**config.mk**
```make
export PLATFORM = sky130hd
export DESIGN_NAME = memorybank_ch
export DESIGN_NICKNAME = d
export VERILOG_FILES = /design/src/rtl/memorybank_ch.sv
export SDC_FILE = /design/constraint.sdc
export NUM_CORES = 1
export LEC_CHECK = 0
export CORE_MARGIN = 2
export CORE_UTILIZATION = 55
export CTS_CLUSTER_DIAMETER = 150
export DETAILED_ROUTE_END_ITERATION = 12
export PLACE_DENSITY = 0.72
export SYNTH_ARGS = -nofsm -noshare
export SYNTH_HDL_FRONTEND = slang
export SYNTH_SLANG_ARGS = --single-unit
```
**constraint.sdc**
```tcl
create_clock -name clk -period 3.45 [get_ports clk]
set_clock_uncertainty 0.1 [all_clocks]
set_input_delay 0.69 -clock clk [delete_from_list [all_inputs] [get_ports clk]]
set_output_delay 0.69 -clock clk [all_outputs]
set_load 0.01 [all_outputs]
```
**src/rtl/memorybank_ch.sv**
```systemverilog
// ---------------------------------------------------------------------------
// memorybank_ch
//   Cluster-head memory bank. This is a register file that stores node-ID and
//   cluster-head records for the routing/clustering engine. It sits beside the
//   CH-selection controller, which writes node IDs and reads them back by slot
//   index.
//
//   Storage is flip-flop based, so no SRAM macro is inferred.
//     - Write: synchronous, single port, on the rising clk edge.
//     - Read:  asynchronous (combinational), using the same index port as the
//              write.
//
// Parameters
//   WORD_WIDTH  data word width in bits                  (default 16)
//   MEM_DEPTH   number of entries                        (default 32)
//   ADDR_WIDTH  index width, 2**ADDR_WIDTH >= MEM_DEPTH  (default 5)
//
// Ports
//   clk       in   1           system clock; state updates on the rising edge
//   nrst      in   1           asynchronous active-low reset; clears every entry
//   wr_en     in   1           write enable, sampled on the rising clk edge
//   index     in   ADDR_WIDTH  entry address for both write and read
//   data_in   in   WORD_WIDTH  write data
//   data_out  out  WORD_WIDTH  contents of entry[index]; reads 0 when index is
//                              out of range
//
// Build option
//   MEMBANK_CH_WRBYPASS_EN
//     When this macro is defined, data_in is driven straight onto data_out
//     whenever wr_en=1 and nrst=1. The write data is then visible in the same
//     cycle as the write. When it is undefined, data_out reflects the stored
//     contents only.
// ---------------------------------------------------------------------------
module memorybank_ch #(
    parameter int unsigned WORD_WIDTH = 16,
    parameter int unsigned MEM_DEPTH  = 32,
    parameter int unsigned ADDR_WIDTH = 5
) (
    input  logic                  clk,
    input  logic                  nrst,
    input  logic                  wr_en,
    input  logic [ADDR_WIDTH-1:0] index,
    input  logic [WORD_WIDTH-1:0] data_in,
    output logic [WORD_WIDTH-1:0] data_out
);

    logic [WORD_WIDTH-1:0] mem [MEM_DEPTH];
    logic                  in_range;
    logic [WORD_WIDTH-1:0] stored_word;

    // Only indices below MEM_DEPTH are backed by storage. With the default
    // parameters every index is valid, so this is constant true.
    assign in_range = (32'(index) < MEM_DEPTH);

    // Reset clears every entry and takes priority over a concurrent write.
    always_ff @(posedge clk or negedge nrst) begin
        if (!nrst) begin
            for (int unsigned i = 0; i < MEM_DEPTH; i++) begin
                mem[i] <= '0;
            end
        end else if (wr_en && in_range) begin
            mem[index] <= data_in;
        end
    end

    always_comb begin
        stored_word = '0;
        if (in_range) begin
            stored_word = mem[index];
        end
    end

    always_comb begin
        data_out = stored_word;
`ifdef MEMBANK_CH_WRBYPASS_EN
        // Write-through: show the incoming word before the edge that stores it.
        if (wr_en && nrst) begin
            data_out = data_in;
        end
`endif
    end

endmodule

```
# Word level (Yosys, flattened, before mapping)

Index checks and enable logic that the tools add are counted.
W data, S select, Z words.

Order comparisons: 2
Mux-type cells: 6
Reduce and logical (&&, ||, !) cells: 1
Bitwise logic cells: 1

Operator list:

| kind                 | count |
|---|---|
| $bwmux W512          | 1 |
| $bmux W16 S5         | 1 |
| $demux W16 S5        | 1 |
| $mux W16             | 3 |
| $ge A6 B6 Y1 const B | 1 |
| $lt A6 B1 Y1 const B | 1 |
| $not A5 Y6           | 1 |
| $logic_and A1 B1 Y1  | 1 |

Logic and storage cells: 42
Output and inout port bits: 16
Input port bits: 24
Bits in registers: 512

# Longest topological paths before layout

Word-level depth: 6
Gate-level depth with buffers: 8
Gate-level depth less buffers: 4

# Worst setup path after synthesis

No wires, ideal clock.

Path kind: input to output
Start: input index[2]
End: output data_out[7]
Data required time: 2.660 ns
Stages: 7
Arrival: 2.050 ns
Path buffers: 3
Path slack: 0.610 ns
Cells stage by stage: buf_2 or4b_2 clkbuf_2 buf_6 o22ai_1 nor4_1 nand2_1

Word-level cells in the longest chain between the ends: 4

RTL lines:

| item                                        | RTL line | RTL |
|---|---|---|
| from (decl)                                 | 42       | `input logic [ADDR_WIDTH-1:0] index,` |
| $not A5 Y6 (implied by the code)            | 69       | `stored_word = mem[index];` |
| $bmux W16 S5                                | 69       |  |
| $mux W16 (implied by the code) (2 in a row) | 69       |  |
| to (decl)                                   | 44       | `output logic [WORD_WIDTH-1:0] data_out` |

No other way between the ends. The select of a mux whose other input is x is not followed.

# Worst setup path in the final report

Start: input index[4]
End: output data_out[6]

Same word-level chain as after synthesis.

==> results.json <==
{
  "synth_fp_nets": 1694,
  "grt_pass1_vias": 15946,
  "slew_headroom": 0.171,
  "synthTopCellsByCount": "dfrtp_1, mux2_2, mux2i_1",
  "p_total_uw": 16600,
  "setup_viol": 0,
  "period_minus_slack_ns": 3.40,
  "root_buffer": "clkbuf_16",
  "dp_hpwl_um": 39000,
  "hold_ws_ns": -0.00172,
  "reg2reg_to": "mem[223]",
  "n_antenna_cell": 0,
  "drive_gt1_frac": 0.499,
  "regMostFlops": "mem",
  "worst_pin_slew_ns": 1.24,
  "postLayoutCoreUtil": 0.663,
  "reg2reg_depth": 1,
  "stdcell_count": 2395,
  "max_freq_mhz": 294,
  "grt_max_degree": 81,
  "insertion_delay_ns": 0.59,
  "grt_setup_unrepaired": "yes",
  "first_pass_iters": 5,
  "dieArea_um2": 44800,
  "cp.arrival_ns": 2.61,
  "grt.total_usage": 0.287,
  "crit_fanout": 6,
  "ioPinCount": 40,
  "reg.largest.list": "mem: 512 flops",
  "place_ws_ns": -0.806,
  "ys_ff_latch": 512,
  "synth_most_common_cell": "dfrtp_1",
  "rr_startpoint": "mem[223]",
  "syn_area_per_cell_um2": 14.2,
  "end_kind": "output port",
  "synth.distinct_cells": 40,
  "cts_tree": "done",
  "netSwitchingFraction": 0.254,
  "gr-usage-met2": 0.470,
  "p_per_area_nw_per_um2": 583,
  "wire_per_inst_um": 26.0,
  "synth-edff-count": 0,
  "wl_um": 62300,
  "numCtsBuffers": 54,
  "fin_nets": 1834,
  "cap_violations": 0,
  "switchingPower_uw": 4210,
  "async_reset_ff_frac": 1.00,
  "period_share": 0.985,
  "die_y_um": 212,
  "area_growth_pct": 19.6,
  "violations": "hold timing",
  "clockBufferDepth": 3,
  "combPwrFrac": 0.168,
  "htreeDepth": 2,
  "grt_util_met1": 0.390,
  "design.core.area_um2": 42800,
  "clkPwrFrac": 0.363,
  "placed_area_um2": 25700,
  "ys_seq_area_frac": 0.540,
  "busiest_layer": "met2",
  "setup_slack_ns": 0.0506,
  "slew_viol_final": 0,
  "synth-main-ff-cell": "dfrtp_1",
  "p_int_uw": 12300,
  "yosysWarnings": 0,
  "rows": 76,
  "grt_overflow": 0,
  "critPathKind": "in -> out",
  "required_ns": 2.66,
  "synth_area_um2": 23700,
  "place_congestion": 0.879,
  "rrSetupSlack_ns": 2.56,
  "vias_per_cell": 6.23,
  "power_frac_seq": 0.469,
  "yosysTopAreaCell": "dfrtp_1",
  "grt_pass1_wl_um": 96400,
  "port_buffers": 39,
  "start_util": 0.554,
  "clk_pin_slew_worst_paths_ns": 0.06,
  "met3_usage": 0.0540,
  "syn_inst": 1670,
  "finalInstanceArea_um2": 28400,
  "antenna_found_initial": 0,
  "start_kind": "input pin",
  "status": "finished with violations",
  "cts.sinks": 512,
  "largest_reg_flops": 512,
  "dr.first_iter.drc_count": 1017,
  "via_count": 14911,
  "dp_cells": 2286,
  "drc": 0,
  "max-vdd-ir-drop_mv": 0.427,
  "hold_violations": 1,
  "die_w_um": 212,
  "p_leak_uw": 0.0133,
  "synth.area.top_cells": "dfrtp_1, mux2_2, mux2i_1",
  "hold_path_class": "in -> async",
  "drtAntennaViolNets": 0,
  "netlist.area_leader.share": 0.540
}
-- cells in the final DEF, fill, tap and decap left out, drive strengths merged, types with 4 or more instances in the layout --
cell / synthesis / final
bufinv: 0 / 7
dfrtp: 512 / 512
buf: 81 / 212
nand2: 30 / 30
nand4b: 4 / 4
mux2: 512 / 512
nand3: 6 / 6
clkdlybuf4s50: 0 / 17
clkinv: 0 / 10
nor2: 14 / 14
o22ai: 128 / 128
or4b: 4 / 4
nor3: 5 / 5
nor4: 32 / 32
clkbuf: 68 / 77
mux2i: 256 / 256
-- final cells by class --
class / count / area (um2)
Sequential cell: 512 / 12800
Clock inverter: 20 / 285
Fill cell: 3027 / 14400
Timing Repair Buffer: 233 / 2330
Tap cell: 546 / 683
Multi-Input combinational cell: 1009 / 10700
Clock buffer: 75 / 1550
-- repair_timing --
| action | CTS | global route |
|---|---|---|
| setup endpoints to repair | 16 | 15 |
| setup buffers | 11 | 0 |
| resized for setup | 180 | 14 |
| cloned | 5 | 0 |
| hold endpoints to repair | 0 | 0 |
| hold buffers | 0 | 0 |
| pin swaps | 11 | 3 |
-- power groups by stage --
stage	Combinational, uW	Clock [uW]	Sequential, uW
floorplan	1810	0	7670
global placement	2570	0	7770
detailed placement	2650	0	7860
CTS	2770	6090	7760
global route	3000	6340	7910
finish	2780	6010	7770
-- worst max-delay path by stage --
stage / from / end / slack (ns) / cells after the start
6_report: index[4] / data_out[6] / 0.05 / 10
5_1_grt: index[4] / data_out[11] / -0.03 / 13
4_1_cts: index[1] / data_out[3] / 0.02 / 9
3_3_place_gp: index[0] / data_out[9] / -0.77 / 10
2_1_floorplan: index[2] / data_out[7] / 0.61 / 7
3_5_place_dp: index[0] / data_out[9] / -0.81 / 10
-- layer usage --
layer  part of all wire  routed length (um)
met1               0.43               27100
met2               0.48               30100
met3              0.054                3350
met4              0.029                1800
met5                  0                   0
-- logic make-up (layout without fill, tap and decap cells) --
| logic type | count (synthesis) | count (layout) | synth area share |
|---|---|---|---|
| compound gates | 128 | 128 | 0.0338 |
| flops | 512 | 512 | 0.540 |
| mux | 768 | 768 | 0.353 |
| simple gates | 113 | 113 | 0.0391 |
| buf+inv | 149 | 328 | 0.0345 |
-- critical path, cell delays in order --
cell,delay [ns]
dlygate4sd2_1,0.24
buf_6,0.14
buf_6,0.13
or4b_4,0.58
buf_12,0.18
buf_12,0.15
o22ai_2,0.19
nor4_2,0.10
nand2_1,0.08
buf_2,0.13
-- metrics by stage --
stage | TNS (ns) | hold WS (ns)
2_1_floorplan | 0 | 0.294
3_3_place_gp | -9.21 | 0.368
3_5_place_dp | -9.54 | 0.379
4_1_cts | 0 | 0.0221
5_1_grt | -0.0307 | 0.0451
6_report | 0 | -0.00172
Note: power is estimated with default switching activity, not from simulation.
